===== src/rtl/spi_target_pkg.sv =====
// Shared definitions for the SPI target: command codes, register map,
// STATUS bit positions, phase lengths and the frame state encoding.
package spi_target_pkg;

   typedef enum logic [2:0] {
      ST_IDLE = 3'd0,
      ST_CMD  = 3'd1,
      ST_ADDR = 3'd2,
      ST_DOUT = 3'd3,
      ST_DIN  = 3'd4,
      ST_DONE = 3'd5
   } state_t;

   localparam logic [7:0] CMD_WRITE = 8'h02;
   localparam logic [7:0] CMD_READ  = 8'h03;
   localparam logic [7:0] CMD_ID    = 8'h9F;

   localparam logic [2:0] REG_STATUS  = 3'd0;
   localparam logic [2:0] REG_CTRL    = 3'd1;
   localparam logic [2:0] REG_TX_DATA = 3'd2;
   localparam logic [2:0] REG_RX_ADDR = 3'd3;
   localparam logic [2:0] REG_RX_DATA = 3'd4;
   localparam logic [2:0] REG_CMD     = 3'd5;

   localparam int STAT_BUSY    = 0;
   localparam int STAT_WR_DONE = 1;
   localparam int STAT_RD_DONE = 2;
   localparam int STAT_OVERRUN = 3;

   localparam logic [5:0] CMD_BITS  = 6'd8;
   localparam logic [5:0] ADDR_BITS = 6'd24;
   localparam logic [5:0] DATA_BITS = 6'd32;

   // True when the bit being processed is the final bit of a phase of length len.
   function automatic logic phase_last(input logic [5:0] cnt, input logic [5:0] len);
      return (cnt == (len - 6'd1));
   endfunction

endpackage


===== src/rtl/spi_target_shift.sv =====
// SPI frame engine: pin synchronisers, sck edge detection, frame state
// machine and shift registers. Reports decoded fields with one-cycle pulses.
module spi_target_shift
   import spi_target_pkg::*;
#(
   parameter logic [31:0] ID = 32'h5350_4954
) (
   input  logic        wb_clk,
   input  logic        wb_rst,
   input  logic        cs,
   input  logic        sck,
   input  logic        mosi,
   input  logic [31:0] tx_data,
   output logic        miso,
   output logic        busy,
   output logic [7:0]  cmd,
   output logic [23:0] addr,
   output logic [31:0] data,
   output logic        cmd_done,
   output logic        addr_done,
   output logic        wr_done,
   output logic        rd_done
);

   logic [1:0]  cs_ff_r, sck_ff_r, mosi_ff_r, vld_r;
   logic        sck_prev_r, armed_r, miso_r;
   state_t      state_r, state_nx_s;
   logic [5:0]  cnt_r;
   logic [6:0]  cmd_sr_r;
   logic [22:0] addr_sr_r;
   logic [30:0] din_sr_r;
   logic [31:0] tx_sr_r;
   logic [7:0]  cmd_r;
   logic [23:0] addr_r;
   logic [31:0] data_r;
   logic        cmd_done_r, addr_done_r, wr_done_r, rd_done_r;

   logic        cs_s, mosi_s, sck_rise_s, sck_fall_s, cnt_evt_s;
   logic        cmd_last_s, addr_last_s, din_last_s, dout_last_s;
   logic [7:0]  cmd_word_s;
   logic [23:0] addr_word_s;
   logic [31:0] din_word_s;

   assign cs_s        = cs_ff_r[1];
   assign mosi_s      = mosi_ff_r[1];
   assign sck_rise_s  = sck_ff_r[1] & ~sck_prev_r;
   assign sck_fall_s  = ~sck_ff_r[1] & sck_prev_r;
   assign cmd_word_s  = {cmd_sr_r, mosi_s};
   assign addr_word_s = {addr_sr_r, mosi_s};
   assign din_word_s  = {din_sr_r, mosi_s};

   assign miso      = miso_r;
   assign busy      = ~cs_s;
   assign cmd       = cmd_r;
   assign addr      = addr_r;
   assign data      = data_r;
   assign cmd_done  = cmd_done_r;
   assign addr_done = addr_done_r;
   assign wr_done   = wr_done_r;
   assign rd_done   = rd_done_r;

   // Two-stage synchronisers on the SPI pins; vld_r marks when they hold post-reset pin values
   always_ff @(posedge wb_clk) begin
      if (wb_rst) begin
         cs_ff_r    <= 2'b11;
         sck_ff_r   <= 2'b00;
         mosi_ff_r  <= 2'b00;
         sck_prev_r <= 1'b0;
         vld_r      <= 2'b00;
      end else begin
         cs_ff_r    <= {cs_ff_r[0], cs};
         sck_ff_r   <= {sck_ff_r[0], sck};
         mosi_ff_r  <= {mosi_ff_r[0], mosi};
         sck_prev_r <= sck_ff_r[1];
         vld_r      <= {vld_r[0], 1'b1};
      end
   end

   // Next-state decode and phase-end detection
   always_comb begin
      state_nx_s  = state_r;
      cmd_last_s  = 1'b0;
      addr_last_s = 1'b0;
      din_last_s  = 1'b0;
      dout_last_s = 1'b0;
      cnt_evt_s   = 1'b0;
      if ((state_r != ST_IDLE) && cs_s) begin
         state_nx_s = ST_IDLE;
      end else begin
         case (state_r)
            ST_IDLE: begin
               if (armed_r && !cs_s) state_nx_s = ST_CMD;
               else                  state_nx_s = ST_IDLE;
            end
            ST_CMD: begin
               cnt_evt_s = sck_rise_s;
               if (sck_rise_s && phase_last(cnt_r, CMD_BITS)) begin
                  cmd_last_s = 1'b1;
                  case (cmd_word_s)
                     CMD_READ, CMD_WRITE: state_nx_s = ST_ADDR;
                     CMD_ID:              state_nx_s = ST_DOUT;
                     default:             state_nx_s = ST_DONE;
                  endcase
               end else begin
                  state_nx_s = ST_CMD;
               end
            end
            ST_ADDR: begin
               cnt_evt_s = sck_rise_s;
               if (sck_rise_s && phase_last(cnt_r, ADDR_BITS)) begin
                  addr_last_s = 1'b1;
                  if (cmd_r == CMD_READ) state_nx_s = ST_DOUT;
                  else                   state_nx_s = ST_DIN;
               end else begin
                  state_nx_s = ST_ADDR;
               end
            end
            ST_DOUT: begin
               cnt_evt_s = sck_fall_s;
               if (sck_fall_s && phase_last(cnt_r, DATA_BITS)) begin
                  dout_last_s = 1'b1;
                  state_nx_s  = ST_DONE;
               end else begin
                  state_nx_s = ST_DOUT;
               end
            end
            ST_DIN: begin
               cnt_evt_s = sck_rise_s;
               if (sck_rise_s && phase_last(cnt_r, DATA_BITS)) begin
                  din_last_s = 1'b1;
                  state_nx_s = ST_DONE;
               end else begin
                  state_nx_s = ST_DIN;
               end
            end
            ST_DONE: state_nx_s = ST_DONE;
            default: state_nx_s = ST_IDLE;
         endcase
      end
   end

   // State register; a new frame needs cs seen high after reset or the previous frame
   always_ff @(posedge wb_clk) begin
      if (wb_rst) begin
         state_r <= ST_IDLE;
         armed_r <= 1'b0;
      end else begin
         state_r <= state_nx_s;
         if ((state_r == ST_IDLE) && (state_nx_s == ST_CMD)) armed_r <= 1'b0;
         else if (vld_r[1] && cs_s)                          armed_r <= 1'b1;
         else                                                armed_r <= armed_r;
      end
   end

   // Bit counter, shift registers, miso driver and completion outputs
   always_ff @(posedge wb_clk) begin
      if (wb_rst) begin
         cnt_r       <= 6'd0;
         cmd_sr_r    <= 7'd0;
         addr_sr_r   <= 23'd0;
         din_sr_r    <= 31'd0;
         tx_sr_r     <= 32'd0;
         miso_r      <= 1'b1;
         cmd_r       <= 8'd0;
         addr_r      <= 24'd0;
         data_r      <= 32'd0;
         cmd_done_r  <= 1'b0;
         addr_done_r <= 1'b0;
         wr_done_r   <= 1'b0;
         rd_done_r   <= 1'b0;
      end else begin
         if (state_nx_s != state_r) cnt_r <= 6'd0;
         else if (cnt_evt_s)        cnt_r <= cnt_r + 6'd1;

         if ((state_r == ST_CMD) && sck_rise_s)  cmd_sr_r  <= cmd_word_s[6:0];
         if ((state_r == ST_ADDR) && sck_rise_s) addr_sr_r <= addr_word_s[22:0];
         if ((state_r == ST_DIN) && sck_rise_s)  din_sr_r  <= din_word_s[30:0];

         // Reply word is captured only at entry to the data-out phase
         if (cmd_last_s && (cmd_word_s == CMD_ID))             tx_sr_r <= ID;
         else if (addr_last_s && (cmd_r == CMD_READ))          tx_sr_r <= tx_data;
         else if ((state_r == ST_DOUT) && sck_fall_s)          tx_sr_r <= {tx_sr_r[30:0], 1'b0};

         case (state_r)
            ST_DOUT: if (sck_fall_s) miso_r <= tx_sr_r[31];
            ST_DONE: if (sck_fall_s) miso_r <= 1'b1;
            default: miso_r <= 1'b1;
         endcase

         if (cmd_last_s)  cmd_r  <= cmd_word_s;
         if (addr_last_s) addr_r <= addr_word_s;
         if (din_last_s)  data_r <= din_word_s;

         cmd_done_r  <= cmd_last_s;
         addr_done_r <= addr_last_s && (cmd_r == CMD_READ);
         wr_done_r   <= din_last_s;
         rd_done_r   <= dout_last_s;
      end
   end

endmodule


===== src/rtl/spi_target.sv =====
// SPI target peripheral: bus decode, CPU register file, read mux and
// interrupt, around the spi_target_shift frame engine.
module spi_target
   import spi_target_pkg::*;
#(
   parameter logic [31:0] ADDR   = 32'h0000_0000,
   parameter int          AWIDTH = 8,
   parameter logic [31:0] ID     = 32'h5350_4954
) (
   input  logic        wb_clk,
   input  logic        wb_rst,
   input  logic [31:0] wb_dbus_adr,
   input  logic [31:0] wb_dbus_dat,
   input  logic [3:0]  wb_dbus_sel,
   input  logic        wb_dbus_we,
   input  logic        wb_dbus_cyc,
   output logic [31:0] rdt,
   output logic        ack,
   input  logic        cs,
   input  logic        sck,
   input  logic        mosi,
   output logic        miso,
   output logic        irq
);

   logic        sel_s, wr_s, status_wr_s, unused_s;
   logic [2:0]  idx_s;
   logic        busy_s, sh_cmd_done_s, sh_addr_done_s, sh_wr_done_s, sh_rd_done_s;
   logic [7:0]  sh_cmd_s;
   logic [23:0] sh_addr_s;
   logic [31:0] sh_data_s;
   logic        irq_en_nx_s, wr_done_nx_s, rd_done_nx_s, ovr_nx_s;
   logic [31:0] rdt_s;

   logic        irq_en_r, wr_done_r, rd_done_r, ovr_r, irq_r;
   logic [31:0] tx_data_r, rx_data_r;
   logic [23:0] rx_addr_r;
   logic [7:0]  cmd_r;

   // Chip select: high-address decode; access is full-word only
   assign sel_s    = wb_dbus_cyc && (wb_dbus_adr[31 -: AWIDTH] == ADDR[AWIDTH-1:0]);
   assign wr_s     = sel_s && wb_dbus_we;
   assign idx_s    = wb_dbus_adr[4:2];
   assign ack      = sel_s;
   assign rdt      = rdt_s;
   assign irq      = irq_r;
   assign unused_s = ^{wb_dbus_sel, wb_dbus_adr};

   spi_target_shift #(.ID(ID)) u_shift (
      .wb_clk    (wb_clk),
      .wb_rst    (wb_rst),
      .cs        (cs),
      .sck       (sck),
      .mosi      (mosi),
      .tx_data   (tx_data_r),
      .miso      (miso),
      .busy      (busy_s),
      .cmd       (sh_cmd_s),
      .addr      (sh_addr_s),
      .data      (sh_data_s),
      .cmd_done  (sh_cmd_done_s),
      .addr_done (sh_addr_done_s),
      .wr_done   (sh_wr_done_s),
      .rd_done   (sh_rd_done_s)
   );

   // Flag and control next values; a hardware set beats a same-cycle clear
   always_comb begin
      status_wr_s = wr_s && (idx_s == REG_STATUS);

      if (sh_wr_done_s)                                     wr_done_nx_s = 1'b1;
      else if (status_wr_s && wb_dbus_dat[STAT_WR_DONE])    wr_done_nx_s = 1'b0;
      else                                                  wr_done_nx_s = wr_done_r;

      if (sh_rd_done_s)                                     rd_done_nx_s = 1'b1;
      else if (status_wr_s && wb_dbus_dat[STAT_RD_DONE])    rd_done_nx_s = 1'b0;
      else                                                  rd_done_nx_s = rd_done_r;

      if (sh_wr_done_s && wr_done_r)                        ovr_nx_s = 1'b1;
      else if (status_wr_s && wb_dbus_dat[STAT_OVERRUN])    ovr_nx_s = 1'b0;
      else                                                  ovr_nx_s = ovr_r;

      if (wr_s && (idx_s == REG_CTRL))                      irq_en_nx_s = wb_dbus_dat[0];
      else                                                  irq_en_nx_s = irq_en_r;
   end

   // Register file, received-frame capture and registered interrupt
   always_ff @(posedge wb_clk) begin
      if (wb_rst) begin
         irq_en_r  <= 1'b0;
         wr_done_r <= 1'b0;
         rd_done_r <= 1'b0;
         ovr_r     <= 1'b0;
         irq_r     <= 1'b0;
         tx_data_r <= 32'd0;
         rx_addr_r <= 24'd0;
         rx_data_r <= 32'd0;
         cmd_r     <= 8'd0;
      end else begin
         irq_en_r  <= irq_en_nx_s;
         wr_done_r <= wr_done_nx_s;
         rd_done_r <= rd_done_nx_s;
         ovr_r     <= ovr_nx_s;
         irq_r     <= irq_en_nx_s & (wr_done_nx_s | rd_done_nx_s | ovr_nx_s);
         if (wr_s && (idx_s == REG_TX_DATA)) tx_data_r <= wb_dbus_dat;
         if (sh_cmd_done_s) cmd_r <= sh_cmd_s;
         if (sh_wr_done_s) begin
            rx_addr_r <= sh_addr_s;
            rx_data_r <= sh_data_s;
         end else if (sh_addr_done_s) begin
            rx_addr_r <= sh_addr_s;
         end
      end
   end

   // Combinational read mux, zero when not selected
   always_comb begin
      rdt_s = 32'd0;
      if (sel_s) begin
         case (idx_s)
            REG_STATUS:  rdt_s = {28'd0, ovr_r, rd_done_r, wr_done_r, busy_s};
            REG_CTRL:    rdt_s = {31'd0, irq_en_r};
            REG_TX_DATA: rdt_s = tx_data_r;
            REG_RX_ADDR: rdt_s = {8'd0, rx_addr_r};
            REG_RX_DATA: rdt_s = rx_data_r;
            REG_CMD:     rdt_s = {24'd0, cmd_r};
            default:     rdt_s = 32'd0;
         endcase
      end else begin
         rdt_s = 32'd0;
      end
   end

endmodule


===== config.mk =====
export PLATFORM = sky130hd
export DESIGN_NAME = spi_target
export DESIGN_NICKNAME = d
export VERILOG_FILES = /design/src/rtl/spi_target_pkg.sv /design/src/rtl/spi_target_shift.sv /design/src/rtl/spi_target.sv
export SDC_FILE = /design/constraint.sdc
export NUM_CORES = 1
export LEC_CHECK = 0
export ABC_AREA = 1
export BUFFER_PORTS_ARGS = -buffer_cell sky130_fd_sc_hd__buf_4
export CAP_MARGIN = 30
export CELL_PAD_IN_SITES_DETAIL_PLACEMENT = 0
export CELL_PAD_IN_SITES_GLOBAL_PLACEMENT = 2
export CORE_MARGIN = 2
export CORE_UTILIZATION = 34
export DETAILED_ROUTE_END_ITERATION = 8
export HOLD_SLACK_MARGIN = 0.08
export PLACE_DENSITY = 0.78
export SLEW_MARGIN = 20
export SYNTH_ARGS = -nofsm -noshare
export SYNTH_HDL_FRONTEND = slang
export SYNTH_SLANG_ARGS = --single-unit

===== constraint.sdc =====
create_clock -name wb_clk -period 2.4 [get_ports wb_clk]
set_input_delay 0.24 -clock wb_clk [delete_from_list [all_inputs] [get_ports wb_clk]]
set_output_delay 0.24 -clock wb_clk [all_outputs]
set_load 0.05 [all_outputs]

==> impl_metrics.csv, run 1 <==
group,metric,value,unit
worst_setup_path,end_kind,"output pin",
cells_and_area,design_area,13770,µm²
placement,dpl.hpwl,21.45,mm
clock_tree,htree_levels,1,
synthesis,ys_seq_elements,282,
synthesis,synth_top_family_by_area,"compound AO/OA/AOI/OAI gates",
synthesis,syn_avg_cell_area,7.587,µm²
synthesis,synth_xor_area_share,0.3884,%
run,max-cap-violations,0,
synthesis,synthAdderAreaFrac,0.1110,%
synthesis,syn_nets,1562,
clock_tree,cts_tree,"built",
synthesis,yosysWarnings,0,
timing,fin_crit,2089,ps
placement,io_buffers,84,
clock_tree,cts_setup_buffers,0,
synthesis,synth_top_area_share,50.07,%
timing,fin_skew,20.52,ps
synthesis,seq_area_frac_synth,50.07,%
synthesis,ys_types,42,
cells_and_area,layout-drive-gt1-share,14.38,%
timing,worst_pin_slew,819.9,ps
timing,hold_viol_final,0,
synthesis,synthMuxAreaShare,0,%
timing,max_freq,0.4786,GHz
clock_tree,cts_buffers,31,
global_route,grt_use_total,18.22,%
synthesis,synth-compound-area-share,22.03,%
clock_tree,clk_latency,560,ps
worst_setup_path,required,2160,ps
synthesis,synth_top_area_cell,"dfxtp_1",
worst_setup_path,crit_arrival,1850,ps
die,die_width,186.1,µm
placement,globalplace.congestion,0.8188,
worst_setup_path,critPathKind,"in -> out",
cells_and_area,syn2layout_area_growth,22.10,%
worst_setup_path,crit_start,"wb_dbus_adr[25]",
die,ios,110,
placement,place_inst,1942,
cells_and_area,antennaDiodeCount,0,
die,dieHeight,186.1,µm
timing,hold_ws,133.0,ps
die,start_util,34.56,%
die,core-area,32620,µm²
global_route,grt_pass1_wl,49.72,mm
worst_setup_path,crit_fanout,20,
placement,placed_area,12360,µm²
hold_path,min_path_type,"in -> reg",
synthesis,synth_cells,1486,
synthesis,synthSimpleGateAreaFrac,19.51,%
routing,drc_errors,0,
clock_tree,cts_buffer_depth,3,
clock_tree,clock-sinks,282,
global_route,grt_max_degree,67,
timing,max_slew_margin,45.28,%
timing,setup_viol,0,
power,powerDensity,706.5,nW/µm²
worst_setup_path,critPathLaunchType,"primary input",
die,rows,66,
clock_tree,cts_root_buf,"clkbuf_16",
timing,rsz0062_at_grt,"no",
global_route,antenna_found_initial,0,
routing,drt_iter0_markers,703,
die,dieArea,34630,µm²
worst_setup_path,cp-endpoint,"rdt[12]",
routing,first_pass_iters,5,
cells_and_area,final_cells,2035,
routing,wl_per_cell,15.54,µm
status,status,"finished clean",
timing,fin_setup_tns,0,ps
routing,wirelength,31.61,mm
global_route,grt_pass1_vias,9072,
timing,slew_viol_final,0,
synthesis,synth_area,11270,µm²
global_route,overflow,0,
worst_setup_path,r2r_cells,9,
worst_setup_path,r2r-start,"u_shift.cnt_r[0]",
worst_setup_path,reg2reg_slack,320,ps
timing,finalCritPeriodShare,87.06,%
routing,vias,9723,
synthesis,synth_area_leaders,"dfxtp_1 (50%), nor2_1 (9.0%), o21ai_0 (8.8%)",
worst_setup_path,r2r-end,"u_shift.tx_sr_r[16]",
power,ir_drop,0.6393,mV
cells_and_area,nNetsFinal,1648,
clock_tree,cts.clk_slew.worst_paths,60,ps
routing,vias_per_cell,4.778,
routing,ant_nets,0,
power,leakage,5.082,nW
power,power.total,9.726,mW
## routing by layer
layer | part of all wire [%] | GRT usage (%)
met5 | 0 | 0
met4 | 1.4 | 3.748
met3 | 4.5 | 2.876
met2 | 44 | 29.40
met1 | 51 | 25.76
## cells by family after synthesis
kind of cell / count (synthesis)
AO/OA/AOI/OAI: 467
XOR/XNOR: 5
flip-flops: 282
AND/OR/NAND/NOR: 510
adder cells (fa/ha/maj): 1
buffers and inverters: 221
## how the worst min path moves through the flow
stage	start	to	slack, ps	cells past startpoint
CTS	wb_dbus_we	irq_en_r	110	5
global placement	u_shift.mosi_ff_r[0]	u_shift.mosi_ff_r[1]	390	2
finish	wb_dbus_we	irq_en_r	130	5
floorplan	cs	u_shift.cs_ff_r[0]	340	1
detailed placement	u_shift.mosi_ff_r[0]	u_shift.mosi_ff_r[1]	400	2
global route	wb_dbus_we	irq_en_r	180	5
## power breakdown
| part | total, mW | switching, mW | internal (mW) |
|---|---|---|---|
| sequential | 4.70 | 0.00508 | 4.69 |
| clock | 4.67 | 1.89 | 2.79 |
| combinational | 0.358 | 0.198 | 0.160 |
## flip-flops by register name, indices dropped and copies added, names as in the netlist, 2 cells and up
signal and cells:
u_shift.vld_r 2, u_shift.cmd 8, u_shift.mosi_ff_r 2, u_shift.sck_ff_r 2, u_shift.state_r 3, u_shift.data 32, u_shift.addr_sr_r 23, rx_data_r 32
cmd_r 8, u_shift.tx_sr_r 32, u_shift.din_sr_r 31, u_shift.cs_ff_r 2, u_shift.cnt_r 6, tx_data_r 32, u_shift.addr 24, u_shift.cmd_sr_r 7
rx_addr_r 24
## cells in the mapped netlist
library cell and number:
nand2_1 177, o21ai_1 64, inv_2 10, buf_1 1, nor2_2 2, nand2_2 4
a21oi_2 11, dfxtp_1 282, nor2_4 6, nor2_8 2, nand3_1 18, nand4_4 1
buf_4 2, nor4_1 2, buf_6 4, nand2_4 3, o22ai_1 1, o2111ai_1 1
a21boi_0 1, a22oi_1 5, a21oi_1 140, clkbuf_1 73, xnor2_1 2, nor2_1 270
o21a_1 1, o21ai_0 199, nand3_4 3, a221oi_1 3, xor2_1 3, or2_1 1
o21ai_2 8, or2_2 2, ha_1 1, buf_2 17, nand3b_1 1, nand3_2 3
inv_1 113, nand4_1 10, clkinv_2 1, a31oi_1 33, nor3_1 3, nor3_4 2
## through the flow
step	util, %	worst slack (ps)
6_report	42.20	310.5
5_1_grt	42.20	127.7
4_1_cts	42.19	189.5
3_5_place_dp	37.88	195.0
3_3_place_gp	37.88	255.6
2_1_floorplan	-	-192.4
## critical path, stage by stage
cell     delay, ps
buf_4          100
or2_1          250
nor3_4         240
o21ai_2        240
buf_12         240
a31oi_1        260
buf_4          260
## layout by cell type, fill, tap and decap left out, types with 2 or more instances in the layout
master         count
clkbuf_1           2
inv_2              9
buf_4            104
inv_1            112
nor4_1             2
buf_12             7
nor3_4             2
a22oi_1            5
nor2_8             2
nand3_4            3
nand2_2            5
nand2_4            3
clkbuf_16         31
inv_6              2
nand3_1           18
xor2_1             3
nand2_1          176
a21oi_2           13
dfxtp_1          281
nor2_2             2
nand4_1           10
o21ai_1           63
nor3_1             2
a31oi_1           32
clkinv_2           8
o21ai_0          199
xnor2_1            2
nor2_1           270
dlygate4sd3_1     39
clkbuf_8          11
or2_2              2
a221oi_1           3
a21oi_1          138
nand3_2            3
o21ai_2            9
nor2_4             6
## repair_timing
| action | in CTS | in global routing |
|---|---|---|
| endpoints found under the hold margin | 50 | 0 |
| setup endpoints to repair | 0 | 3 |
| hold buffers | 39 | 0 |
| resized for setup | 0 | 2 |
## final cells by class
type / instances / area (µm²)
tap: 442 / 553.0
clock buffer: 44 / 934.6
clock inverter: 10 / 81.33
multi-input combinational: 983 / 4765
fill: 3372 / 18850
timing repair buffer: 150 / 1311
inverter: 124 / 474.2
sequential: 282 / 5647
No activity file was read; power rests on OpenSTA's default activity.
==> run 2: changes to the inputs <==
- CORE_UTILIZATION: 34 -> 31
- PLACE_DENSITY: 0.78 -> 0.75
- clock period: 2.4 -> 1.9 ns (I/O delays scaled with it)
==> run 2 against run 1 <==
Wire length grew 5.2%. Clock skew decreased by 8.2 ps. Highest routed layer unchanged. Largest power group is now clock. Worst setup slack got worse by 220 ps. Combinational power grew 36%. Utilization fell by 1.1 points. Via count is 1.5% higher. Global-route usage decreased by 0.45 points. Final cell count up 2.6%. Register-to-register slack worse by 190 ps. Power increased by 28%. First-iteration DRC count fell by 20%.
==> impl_metrics.csv, run 2 (synthesized netlist as in run 1, its figures left out) <==
group,metric,value,unit
status,status,"finished clean",
power,ir_drop,0.4355,mV
worst_setup_path,path_cells,"buf_4, o21ai_0, o21a_1, buf_4",
timing,fin_skew,12.33,ps
clock_tree,clk_latency,500,ps
placement,globalplace.congestion,0.8193,
placement,placed_area,13180,µm²
timing,fin_setup_tns,0,ps
global_route,grt_pass1_vias,9568,
routing,vias_per_cell,4.725,
timing,max_slew_margin,42.58,%
power,leakage,5.282,nW
placement,dpl.hpwl,23.46,mm
die,start_util,31.62,%
placement,io_buffers,84,
timing,worst_pin_slew,860.3,ps
run,max-cap-violations,0,
clock_tree,clock-sinks,282,
global_route,grt_pass1_wl,53.91,mm
cells_and_area,nNetsFinal,1682,
global_route,grt_use_total,17.77,%
clock_tree,cts_tree,"built",
cells_and_area,final_cell_mix,"dfxtp_1 (279), nor2_1 (263), o21ai_0 (198)",
global_route,antenna_found_initial,0,
die,ios,110,
die,core-area,35660,µm²
worst_setup_path,required,1710,ps
die,rows,69,
placement,place_inst,1995,
timing,max_freq,0.5525,GHz
routing,drc_errors,0,
timing,hold_viol_final,0,
cells_and_area,design_area,14640,µm²
timing,slew_viol_final,0,
hold_path,min_path_type,"in -> reg",
worst_setup_path,crit_slowest_cell,"dfxtp_1",
timing,setup_viol,0,
worst_setup_path,critPathLaunchType,"flop",
clock_tree,cts.clk_slew.worst_paths,60,ps
clock_tree,cts_root_buf,"clkbuf_16",
worst_setup_path,crit_top_cell,"buf_4",
cells_and_area,final_common_cell,"dfxtp_1",
clock_tree,cts_buffers,34,
clock_tree,cts_buffer_depth,3,
worst_setup_path,cpPeakStageDelay,330,ps
die,die_width,194.7,µm
routing,vias,9866,
global_route,grt_max_degree,67,
timing,finalCritPeriodShare,95.27,%
routing,wirelength,33.27,mm
worst_setup_path,r2r_cells,10,
timing,fin_crit,1810,ps
worst_setup_path,crit_fanout,3,
cells_and_area,antennaDiodeCount,0,
clock_tree,htree_levels,2,
routing,ant_nets,0,
worst_setup_path,crit_arrival,1620,ps
worst_setup_path,end_kind,"output pin",
hold_path,hold_depth,2,
cells_and_area,final_cells,2088,
cells_and_area,syn2layout_area_growth,29.87,%
die,dieHeight,194.7,µm
routing,drt_iter0_markers,563,
worst_setup_path,critPathKind,"reg -> out",
power,powerDensity,849.1,nW/µm²
global_route,overflow,0,
routing,first_pass_iters,4,
die,dieArea,37910,µm²
cells_and_area,layout-drive-gt1-share,18.68,%
routing,wl_per_cell,15.93,µm
-- run 2: cell types whose count changed in the layout (fill, tap and decap cells not counted), moves of 8 or more --
cell	previous run	this run
clkbuf_1	2	10
buf_4	104	126
a31oi_4	0	21
a21oi_4	0	10
buf_12	7	17
a31oi_1	32	11
-- run 2: routing by layer --
layer | GRT usage, % | vias to the layer above | routed length, µm
li1 | - | 5121 | -
met1 | 26.10 | 4570 | 17330
met2 | 27.44 | 135 | 14300
met3 | 2.447 | 40 | 1046
met4 | 4.217 | 0 | 588
met5 | 0 | - | 0
-- run 2: per-stage QoR --
| stage | power (mW) | setup slack [ps] | hold slack (ps) | util, % |
|---|---|---|---|---|
| floorplan | 6.275 | -58.60 | 293.8 | - |
| global placement | 6.487 | 37.22 | 379.0 | 36.96 |
| detailed placement | 6.486 | -17.00 | 385.5 | 36.96 |
| CTS | 12.63 | 15.03 | 126.9 | 40.84 |
| global route | 12.90 | -18.62 | 122.3 | 41.07 |
| finish | 12.43 | 89.89 | 137.8 | 41.07 |
-- run 2: repair_timing --
action,in CTS,in global routing
buffers inserted,0,1
endpoints found under the hold margin,39,0
pin swaps,0,16
resized for setup,4,22
endpoints found under the setup margin,16,43
hold buffers,35,0
-- run 2: cell type report --
type                       count  area, µm²
clock buffer                  49      968.4
clock inverter                 8      47.55
fill                        3683      21010
inverter                     124      473.0
multi-input combinational    983       5258
sequential                   282       5649
tap                          461      576.8
timing repair buffer         181       1670
-- run 2: where the power goes --
group / switching [mW] / internal, mW / leakage [nW]
sequential: 0.00594 / 5.93 / 2.27
clock: 2.48 / 3.54 / 0.504
combinational: 0.270 / 0.218 / 2.50
-- run 2: worst paths after layout --
check	from	to	slack [ps]
setup / recovery	u_shift.cs_ff_r[1]	rdt[0]	90
hold / removal	wb_rst	u_shift.vld_r[0]	140
setup reg to reg	u_shift.cnt_r[1]	u_shift.tx_sr_r[31]	130
hold reg to reg	u_shift.vld_r[0]	u_shift.vld_r[1]	410
-- run 2: critical path: cells and delay by family (launching register included) --
kind / cells / cell delay [ps]
compound gates: 2 / 430
buf+inv: 2 / 370
flops: 1 / 330
